$ cat src/rtl/iomem_gpio_ctrl.sv
// GPIO block on the picorv32-style iomem bus: OUT/DIR/IN plus SET/CLR/TOG, edge interrupts under IOMEM_GPIO_IRQ_EN.
// One-cycle registered ack per request, never stalls; foreign BASE_BYTE requests are left unanswered.
module iomem_gpio_ctrl #(
   parameter int         WIDTH     = 8,
   parameter logic [7:0] BASE_BYTE = 8'h03
) (
   input  logic             clk,
   input  logic             resetn,
   input  logic             iomem_valid,
   output logic             iomem_ready,
   input  logic [3:0]       iomem_wstrb,
   input  logic [31:0]      iomem_addr,
   input  logic [31:0]      iomem_wdata,
   output logic [31:0]      iomem_rdata,
   input  logic [WIDTH-1:0] gpio_in,
   output logic [WIDTH-1:0] gpio_out,
   output logic [WIDTH-1:0] gpio_oe,
   output logic             irq
);

   localparam logic [5:0] OFF_OUT  = 6'd0;
   localparam logic [5:0] OFF_DIR  = 6'd1;
   localparam logic [5:0] OFF_IN   = 6'd2;
   localparam logic [5:0] OFF_SET  = 6'd3;
   localparam logic [5:0] OFF_CLR  = 6'd4;
   localparam logic [5:0] OFF_TOG  = 6'd5;
   localparam logic [5:0] OFF_IEN  = 6'd6;
   localparam logic [5:0] OFF_RISE = 6'd7;
   localparam logic [5:0] OFF_STAT = 6'd8;

   logic             sel;
   logic             wr;
   logic [5:0]       off;
   logic [31:0]      bmask;
   logic [31:0]      wm32;
   logic [WIDTH-1:0] bmask_w;
   logic [WIDTH-1:0] wm_w;
   logic [31:0]      rd_val;
   logic             unused_bits;

   logic [WIDTH-1:0] out_r;
   logic [WIDTH-1:0] dir_r;
   logic [WIDTH-1:0] sync1_r;
   logic [WIDTH-1:0] in_r;

   // !iomem_ready keeps a still-high valid from being acked twice
   assign sel     = iomem_valid && !iomem_ready && (iomem_addr[31:24] == BASE_BYTE);
   assign wr      = |iomem_wstrb;
   assign off     = iomem_addr[7:2];
   assign bmask   = {{8{iomem_wstrb[3]}}, {8{iomem_wstrb[2]}},
                     {8{iomem_wstrb[1]}}, {8{iomem_wstrb[0]}}};
   assign wm32    = iomem_wdata & bmask;
   assign bmask_w = bmask[WIDTH-1:0];
   assign wm_w    = wm32[WIDTH-1:0];

   assign unused_bits = ^{iomem_addr[23:8], iomem_addr[1:0], bmask, wm32};

   assign gpio_out = out_r;
   assign gpio_oe  = dir_r;

`ifdef IOMEM_GPIO_IRQ_EN
   logic [WIDTH-1:0] ien_r;
   logic [WIDTH-1:0] rise_r;
   logic [WIDTH-1:0] stat_r;
   logic [WIDTH-1:0] prev_r;
   logic [WIDTH-1:0] edge_w;
   logic [WIDTH-1:0] w1c;

   assign edge_w = (rise_r & in_r & ~prev_r) | (~rise_r & ~in_r & prev_r);
   assign w1c    = (sel && wr && off == OFF_STAT) ? wm_w : '0;

   // edge ORed after the clear so a coincident edge survives a W1C
   always_ff @(posedge clk) begin
      if (!resetn) begin
         ien_r  <= '0;
         rise_r <= '0;
         stat_r <= '0;
         prev_r <= '0;
         irq    <= 1'b0;
      end else begin
         prev_r <= in_r;
         stat_r <= (stat_r & ~w1c) | edge_w;
         irq    <= |(stat_r & ien_r);
         if (sel && wr) begin
            case (off)
               OFF_IEN:  ien_r  <= (ien_r & ~bmask_w) | wm_w;
               OFF_RISE: rise_r <= (rise_r & ~bmask_w) | wm_w;
               default: ;
            endcase
         end
      end
   end
`else
   assign irq = 1'b0;
`endif

   always_comb begin
      rd_val = '0;
      case (off)
         OFF_OUT:  rd_val[WIDTH-1:0] = out_r;
         OFF_DIR:  rd_val[WIDTH-1:0] = dir_r;
         OFF_IN:   rd_val[WIDTH-1:0] = in_r;
`ifdef IOMEM_GPIO_IRQ_EN
         OFF_IEN:  rd_val[WIDTH-1:0] = ien_r;
         OFF_RISE: rd_val[WIDTH-1:0] = rise_r;
         OFF_STAT: rd_val[WIDTH-1:0] = stat_r;
`endif
         default: ;
      endcase
   end

   always_ff @(posedge clk) begin
      if (!resetn) begin
         out_r       <= '0;
         dir_r       <= '0;
         sync1_r     <= '0;
         in_r        <= '0;
         iomem_ready <= 1'b0;
         iomem_rdata <= '0;
      end else begin
         sync1_r     <= gpio_in;
         in_r        <= sync1_r;
         iomem_ready <= sel;
         if (sel) begin
            iomem_rdata <= rd_val;
         end
         if (sel && wr) begin
            case (off)
               OFF_OUT: out_r <= (out_r & ~bmask_w) | wm_w;
               OFF_DIR: dir_r <= (dir_r & ~bmask_w) | wm_w;
               OFF_SET: out_r <= out_r | wm_w;
               OFF_CLR: out_r <= out_r & ~wm_w;
               OFF_TOG: out_r <= out_r ^ wm_w;
               default: ;
            endcase
         end
      end
   end

endmodule
$ cat config.mk
export PLATFORM = sky130hd
export DESIGN_NAME = iomem_gpio_ctrl
export DESIGN_NICKNAME = d
export VERILOG_FILES = /design/src/rtl/iomem_gpio_ctrl.sv
export SDC_FILE = /design/constraint.sdc
export NUM_CORES = 1
export LEC_CHECK = 0
export CAP_MARGIN = 20
export CORE_MARGIN = 8
export CORE_UTILIZATION = 39
export CTS_CLUSTER_SIZE = 20
export DETAILED_ROUTE_END_ITERATION = 8
export PLACE_DENSITY = 0.82
export REMOVE_ABC_BUFFERS = 1
export SLEW_MARGIN = 20
export SYNTH_ARGS = -nofsm -noshare
export SYNTH_HDL_FRONTEND = slang
export SYNTH_SLANG_ARGS = --single-unit
$ cat constraint.sdc
create_clock -name clk -period 2.2 [get_ports clk]
set_input_delay 0.44 -clock clk [delete_from_list [all_inputs] [get_ports clk]]
set_output_delay 0.44 -clock clk [all_outputs]
set_load 0.05 [all_outputs]
==> run_results.csv, run 1 <==
group,metric,value,unit
status,status,"finished, final reports clean",
die,die_area,8560,µm²
clock_tree,clkTransAtPathRegs,0.09,ns
routing,routed_via_density,5.31,
clock_tree,cts_resized,0,
critical_path,cp-end-kind,"output port",
critical_path,crit_start,"gpio_out[4]$_SDFFE_PN0P_",
clock_tree,clkSinkCount,41,
critical_path,critical_path_peak_fanout,6,
placed_design,numPortBuffers,61,
routing,avgRoutedWirePerCell,15.5,µm
clock_tree,worstSkewPairLatency,0.31,ns
timing,worstMarginPinSlew,0.686,ns
routing,drt-pass1-iter-count,4,
final_layout,antenna_cells,0,
critical_path,r2r_end,"gpio_out[5]$_SDFFE_PN0P_",
die,die_w,92.5,µm
grt,grtUsageTotal,0.145,
timing,rsz0062_at_grt,"false",
placed_design,dp.cells,394,
pwr,p_total,1.58,mW
critical_path,r2r_slack,0.74,ns
pwr,p_leak,1.23,nW
synthesis,synth.avg_cell_area,9.03,µm²
timing,fin_crit,2.06,ns
pwr,ir_drop,0.307,mV
routing,antenna_left,0,
critical_path,crit_type,"flip-flop to output port",
placed_design,gp_congestion,0.816,
synthesis,synth_edf_count,0,
critical_path,path_buf_inv,1,
pwr,powerDensity,512,nW/µm²
final_layout,fin_nets,413,
synthesis,synth_ff_type,"dfxtp_1",
final_layout,fin_cells,402,
timing,maxSlewViolCount,0,
timing,max_freq,485,MHz
final_layout,fin_util,0.533,
timing,relSlewSlack,0.542,
clock_tree,ctsHoldBuffers,0,
critical_path,worstPathArrival,1.62,ns
clock_tree,cts-root-buf,"clkbuf_8",
clock_tree,clockBufferDepth,2,
timing,finalSetupViolCount,0,
final_layout,drive_above_1_share,0.141,
critical_path,reg2reg_from,"iomem_ready$_SDFF_PN0_",
synthesis,ys_seq_area_frac,0.359,
grt,grt_pass1_wl,10100,µm
routing,drcViolationCount,0,
clock_tree,cts_setup_buffers,0,
synthesis,synth_top_cell_by_area,"dfxtp_1",
timing,period_share,0.936,
synthesis,synth_seq_cells,41,
routing,routed_wl,6220,µm
die,die_y,92.5,µm
synthesis,synth_warnings,0,
synthesis,synthTopCellsByArea,"dfxtp_1 (36%), buf_4 (8.9%), nand2_1 (4.4%), and2_1 (4.4%), ha_1 (4.4%)",
synthesis,yosysTopAreaCellShare,0.359,
clock_tree,cts_buffers,5,
synthesis,synth.distinct_cells,43,
die,initial_core_util,0.395,
critical_path,startpoint_type,"flip-flop",
critical_path,crit_chain,"clkdlybuf4s50_1",
routing,drt_first_iter_violations,195,
flow_run,maxCapViolCount,0,
min_path,hold_end,"in_r[0]$_SDFF_PN0_",
placed_design,hpwl,4740,µm
grt,grt-ovfl-total,0,
synthesis,postSynthCellCount,253,
routing,num_vias,2135,
final_layout,area_growth,34.8,%
grt,grt_pass1_vias,2130,
clock_tree,htree_levels,2,
critical_path,cp_slowest_stage_delay,0.86,ns
die,core-area,5780,µm²
critical_path,r2r_cells,5,
critical_path,critPathTopFamily,"buffers and inverters",
synthesis,synth_area,2280,µm²
min_path,hold_start,"sync1_r[0]$_SDFF_PN0_",
clock_tree,tritoncts,"done",
die,rows,28,
critical_path,required,1.76,ns
timing,clock_skew,0.00834,ns
die,ios,129,
synthesis,async_reset_ff_frac,0,
grt,grt_max_degree,21,
min_path,holdPathStages,1,
min_path,hold_class,"flip-flop to flip-flop",
timing,finalHoldViolCount,0,
critical_path,slowest_stage,"clkdlybuf4s50_1",
timing,tns,0,ns
synthesis,synth_most_common_cell,"dfxtp_1",
grt,antenna_found_initial,0,
synthesis,synth_common_cells,"dfxtp_1 (41), buf_4 (27), nand2_1 (27)",
-- area by class of cell --
| class | count | area [µm²] |
|---|---|---|
| Clock buffer | 5 | 68.8 |
| Clock inverter | 3 | 25.0 |
| Fill cell | 524 | 2700 |
| Inverter | 1 | 3.75 |
| Multi-Input combinational cell | 190 | 1250 |
| Sequential cell | 41 | 821 |
| Tap cell | 75 | 93.8 |
| Timing Repair Buffer | 87 | 818 |
-- per-layer routing --
| metal | vias to the layer above | global-route usage | share of wire |
|---|---|---|---|
| met5 | - | 0 | 0 |
| met4 | 0 | 0.0644 | 0.024 |
| met3 | 13 | 0.0542 | 0.098 |
| met2 | 101 | 0.241 | 0.48 |
| met1 | 993 | 0.162 | 0.40 |
| li1 | 1028 | - | - |
-- cell families after synthesis --
| group | share of synthesized area |
|---|---|
| AND/OR/NAND/NOR | 0.197 |
| adder cells (fa/ha/maj) | 0.0438 |
| other | 0.00164 |
| AO/OA/AOI/OAI | 0.223 |
| multiplexers | 0.0351 |
| flip-flops | 0.359 |
| buffers and inverters | 0.133 |
| XOR/XNOR | 0.00713 |
-- cell usage in the layout (no fill, tap or decap), types with 2 or more instances in the layout --
| master | Yosys | layout |
|---|---|---|
| a21oi_1 | 8 | 8 |
| a221o_1 | 5 | 5 |
| a311oi_2 | 3 | 3 |
| a31o_2 | 2 | 2 |
| a31oi_1 | 8 | 8 |
| a32oi_1 | 8 | 8 |
| a41o_1 | 5 | 5 |
| and2_1 | 16 | 16 |
| buf_4 | 27 | 25 |
| clkbuf_8 | 0 | 5 |
| clkdlybuf4s50_1 | 0 | 61 |
| conb_1 | 1 | 25 |
| dfxtp_1 | 41 | 41 |
| ha_1 | 8 | 8 |
| mux2i_1 | 8 | 8 |
| nand2_1 | 27 | 27 |
| nand2b_1 | 3 | 3 |
| nand3_1 | 9 | 9 |
| nand4_1 | 4 | 4 |
| nor2_1 | 10 | 10 |
| nor2b_1 | 2 | 2 |
| o211ai_1 | 3 | 3 |
| o21ai_0 | 8 | 8 |
| o21ai_1 | 5 | 5 |
| o2bb2ai_1 | 8 | 8 |
-- worst max path at each step --
| stage | cells past startpoint | slack, ns | endpoint |
|---|---|---|---|
| finish | 1 | 0.14 | gpio_out[4] |
| global route | 1 | 0.09 | gpio_out[4] |
| CTS | 1 | 0.14 | gpio_out[4] |
| detailed placement | 7 | -0.04 | gpio_out[3]$_SDFFE_PN0P_ |
| global placement | 7 | -0.05 | gpio_out[2]$_SDFFE_PN0P_ |
| floorplan | 4 | 0.43 | gpio_out[1]$_SDFFE_PN0P_ |
-- through the flow --
step	hold WS [ns]	worst slack (ns)	cell area, µm²
after floorplan	0.412	0.428	2070
after detailed placement	0.420	-0.0407	2990
final	0.439	0.140	3080
after CTS	0.442	0.141	3080
after global placement	0.417	-0.0460	2990
after global routing	0.461	0.0907	3080
-- report_power, final --
part / internal, mW / leakage, nW / switching [mW] / total [mW]
Combinational: 0.113 / 0.848 / 0.184 / 0.298
Clock: 0.229 / 0.0447 / 0.293 / 0.522
Sequential: 0.755 / 0.334 / 0.00302 / 0.758
No activity file was read; power rests on OpenSTA's default activity.
==> run 2: changes to the inputs <==
--- a/config.mk
+++ b/config.mk
@@ -5,7 +5,6 @@
 export SDC_FILE = /design/constraint.sdc
 export NUM_CORES = 1
 export LEC_CHECK = 0
-export CAP_MARGIN = 20
 export CORE_MARGIN = 8
 export CORE_UTILIZATION = 39
 export CTS_CLUSTER_SIZE = 20
==> results of run 2 <==
No change in the layout: final DEF, timing and power equal those of run 1.
==> variant 1 (settings of run 1) <==
The parameter `WIDTH` goes from 8 to 10.
--- a/src/rtl/iomem_gpio_ctrl.sv
+++ b/src/rtl/iomem_gpio_ctrl.sv
@@ -1,7 +1,7 @@
 // GPIO block on the picorv32-style iomem bus: OUT/DIR/IN plus SET/CLR/TOG, edge interrupts under IOMEM_GPIO_IRQ_EN.
 // One-cycle registered ack per request, never stalls; foreign BASE_BYTE requests are left unanswered.
 module iomem_gpio_ctrl #(
-   parameter int         WIDTH     = 8,
+   parameter int         WIDTH     = 10,
    parameter logic [7:0] BASE_BYTE = 8'h03
 ) (
    input  logic             clk,
Ports: changed (resized gpio_in, gpio_oe and gpio_out); port bits go from 129 to 135. The function was not compared with the original's and may differ.
==> variant 1 against run 1 <==
  * Highest routed layer unchanged
  * Sequential cell count increased by 10
  * Total power increased by 13%
  * Core utilization increased by 1.2 points
  * Routed wire length increased by 9.1%
  * Worst setup slack improved by 13 ps
  * Combinational power decreased by 7.0%
  * Area after synthesis increased by 12%
  * Final area increased by 12%
  * Non-clock buffer count increased by 3
  * First-iteration DRC count decreased by 38%
  * Hold slack improved by 1.1 ps
==> variant 1: results (changes against run 1) <==
Status
  – Status: completed

Min path
  – Hold Crit Endpoint: in_r[8]$_SDFF_PN0_
  – Worst hold start: sync1_r[8]$_SDFF_PN0_

Synth
  – Sequential share of the synthesized area: 0.400 (+0.0409)
  – Synth unique cells: 37 (-14%)
  – Synth top cells by count: dfxtp_1, nand2_1, mux2i_1
  – Synth area leaders: dfxtp_1, mux2i_1, buf_4

Route
  – First DRT Iteration DRCs: 120 (-38%)
  – Routed Wire Length: 6790 µm (+9.1%)
  – Vias: 2254 (+5.6%)

Placement
  – Detail Placement HPWL: 5250 µm (+11%)
  – GP Congestion: 0.805 (-1.4%)
  – Dpl ws: -256 ps (-215 ps)
  – I/O Buffers: 71 (+16%)

Global routing
  – Global router's overall resource usage: 0.141 (-0.00438)
  – Vias in the first global route: 2404 (+13%)
  – Pin count of the biggest net entering global routing: 29 (+38%)

Layout
  – Share of cells above drive strength 1: 0.0790 (-0.0617)

Critical path
  – Worst-path maximum fanout: 5 (-1)
  – Worst setup path start: gpio_out[8]$_SDFFE_PN0P_
  – Worst reg2reg endpoint: iomem_rdata[2]$_SDFFE_PN0P_
  – Worst Setup EP: gpio_out[8]

Timing
  – Hold slack final: 440 ps (+1.09 ps)
  – Slew margin rel.: 0.506 (-0.0362)
  – Max Freq: 0.488 GHz (+0.62%)

Pwr
  – Max VDD drop: 0.274 mV (-11%)

Clock network
  – CTS root buf: clkbuf_8
## variant 1: cell types whose count changed in the layout (fill, tap and decap cells not counted), sizes merged, moves of 8 or more
cell | run 1 | this run
clkdlybuf4s50 | 61 | 71
dfxtp | 41 | 51
o2bb2ai | 8 | 0
a22o | 0 | 10
and2 | 16 | 24
a32oi | 8 | 0
mux2i | 8 | 25
inv | 2 | 11
## variant 1: logic make-up (layout without fill, tap and decap cells)
group                    Yosys count  in the layout  synth area share
AO/OA/AOI/OAI                     52             52             0.133
other                              1             23           0.00147
multiplexers                      25             25            0.0981
XOR/XNOR                           1              1           0.00344
adder cells (fa/ha/maj)           10             10            0.0491
AND/OR/NAND/NOR                   96             96             0.203
buffers and inverters             49            109             0.111
flip-flops                        51             51             0.400
## variant 1: where the power goes
| part | switching [µW] | internal [µW] | leakage, µW |
|---|---|---|---|
| clock | 330 | 229 | 0.0000418 |
| combinational | 168 | 109 | 0.000912 |
| sequential | 3.68 | 939 | 0.000415 |
## variant 1: metal layers
layer  global-route usage  vias up  share of wire
met4               0.0367        0          0.018
met1                0.160     1090           0.43
li1                     -     1089              -
met3               0.0448       11          0.052
met5                    0        -              0
met2                0.246       64           0.50
## variant 1: layout make-up
cell class	count	area [µm²]	share of cell area
Multi-Input combinational cell	207	1330	0.386
Clock inverter	2	16.3	0.00470
Inverter	11	41.3	0.0119
Tap cell	77	96.3	0.0278
Clock buffer	6	72.6	0.0210
Sequential cell	51	1020	0.295
Timing Repair Buffer	90	878	0.254
## variant 1: metrics by stage
stage               area (µm²)  instances
floorplan                 2390        269
global placement          3370        436
detailed placement        3370        436
CTS                       3450        444
global route              3460        444
finish                    3460        444
==> variant 2 (flow settings as in run 1) <==
Made on the original files. Take the reset off `in_r` and load it in a clocked block of its own.
--- a/src/rtl/iomem_gpio_ctrl.sv
+++ b/src/rtl/iomem_gpio_ctrl.sv
@@ -114,12 +114,10 @@
          out_r       <= '0;
          dir_r       <= '0;
          sync1_r     <= '0;
-         in_r        <= '0;
          iomem_ready <= 1'b0;
          iomem_rdata <= '0;
       end else begin
          sync1_r     <= gpio_in;
-         in_r        <= sync1_r;
          iomem_ready <= sel;
          if (sel) begin
             iomem_rdata <= rd_val;
@@ -137,4 +135,8 @@
       end
    end
 
+   always_ff @(posedge clk) begin
+      in_r <= sync1_r;
+   end
+
 endmodule
Behaviour: differs if resetn is asserted again (counterexample within 4 cycles, from zero or initial values and one cycle with resetn low); with resetn held inactive, the same outputs for 10 cycles.
==> variant 2 against run 1 <==
  * Total power fell by 3.5%
  * Sequential cell count is the same
  * Area after synthesis shrank 1.7%
  * Worst setup slack gained 29 ps
  * Final area is 2.3% lower
  * Synthesized cell count down 0.40%
  * Clock skew barely moved
  * Routed wire length fell by 2.3%
  * Critical path type unchanged
  * Largest power group unchanged
  * Highest routed layer unchanged
==> variant 2: results (changes against run 1) <==
Timing
  – Post-layout min period: 2030 ps (-29.4 ps)
  – Slew at the pin with the worst max-slew slack: 524 ps (-162 ps)
  – Worst Skew: 8.40 ps (+0.0606 ps)

Layout
  – Share of cells above drive strength 1: 0.118 (-0.0223)
  – Layout Nets: 408 (-1.2%)

Synth
  – Synth top cells by count: dfxtp_1, nand2_1, buf_4
  – Synth area leaders: dfxtp_1, buf_4, nand2_1
  – Sequential share of the synthesized area: 0.366 (+0.00621)

Min path
  – Worst hold start: sync1_r[2]$_SDFF_PN0_
  – WHS Path Cells: 0 (-1)
  – Hold Crit Endpoint: in_r[2]$_DFF_P_

Placement
  – GP Congestion: 0.901 (+10%)
  – Detail Placement HPWL: 4680 µm (-1.4%)
  – Dpl ws: 27.3 ps (+68.0 ps)

Status
  – Status: completed

Critical path
  – R2R setup slack: 720 ps (-20 ps)
  – Worst reg2reg endpoint: gpio_out[2]$_SDFFE_PN0P_
  – Worst setup path start: gpio_out[1]$_SDFFE_PN0P_
  – Worst Path Arrival: 1590 ps (-30 ps)

Global routing
  – Global router's overall resource usage: 0.141 (-0.00392)
  – Global-route wire length before repair: 9720 µm (-3.4%)

Route
  – Vias: 2064 (-3.3%)
  – Routed Wire Length: 6070 µm (-2.3%)
  – First DRT Iteration DRCs: 138 (-29%)

Pwr
  – Max VDD drop: 0.255 mV (-17%)
## variant 2: changes by cell type after synthesis, moves of 5 or more
cell	delta
and2_1	-8
a21oi_1	+8
o21ai_1	-5
o21ai_0	+5
nand2_1	+8
nand3_1	+8
a32oi_1	-8
nor2_1	-8
## variant 2: routing by layer
| metal | routed length [µm] | part of all wire | global-route usage |
|---|---|---|---|
| met3 | 566 | 0.093 | 0.0465 |
| met4 | 108 | 0.018 | 0.0564 |
| met2 | 3030 | 0.50 | 0.246 |
| met1 | 2370 | 0.39 | 0.154 |
| met5 | 0 | 0 | 0 |
## variant 2: layout make-up
type / count / area, µm²
Clock buffer: 6 / 72.6
Clock inverter: 1 / 8.76
Fill cell: 491 / 2530
Inverter: 1 / 3.75
Multi-Input combinational cell: 190 / 1220
Sequential cell: 41 / 821
Tap cell: 72 / 90.1
Timing Repair Buffer: 82 / 793
## variant 2: kinds of logic (layout without fill, tap and decap cells)
logic type	after synthesis	in the layout	synth area share
and+or+nand+nor	81	81	0.190
AOI/OAI and AO/OA	67	67	0.224
buffers and inverters	45	90	0.131
DFF	41	41	0.366
adders and majority gates	8	8	0.0446
muxes	8	8	0.0357
other	1	25	0.00167
xor gates and xnor gates	1	1	0.00725
## variant 2: power by group
group          switching (µW)  leakage (µW)  internal, µW
sequential               3.55      0.000335           757
combinational             183      0.000795           110
clock                     250     0.0000412           219
## variant 2: worst max path at each step
stage / endpoint / depth (start not counted)
global placement: gpio_out[6]$_SDFFE_PN0P_ / 5
floorplan: gpio_out[1]$_SDFFE_PN0P_ / 4
global route: gpio_out[4] / 1
detailed placement: gpio_out[2]$_SDFFE_PN0P_ / 5
CTS: gpio_out[1] / 1
finish: gpio_out[1] / 1
## variant 2: metrics by stage
step / instances / power, µW / hold WS, ps
2_1_floorplan: 232 / 932 / 310
3_3_place_gp: 386 / 1060 / 312
3_5_place_dp: 386 / 1070 / 312
4_1_cts: 393 / 1530 / 327
5_1_grt: 393 / 1590 / 331
6_report: 393 / 1520 / 326
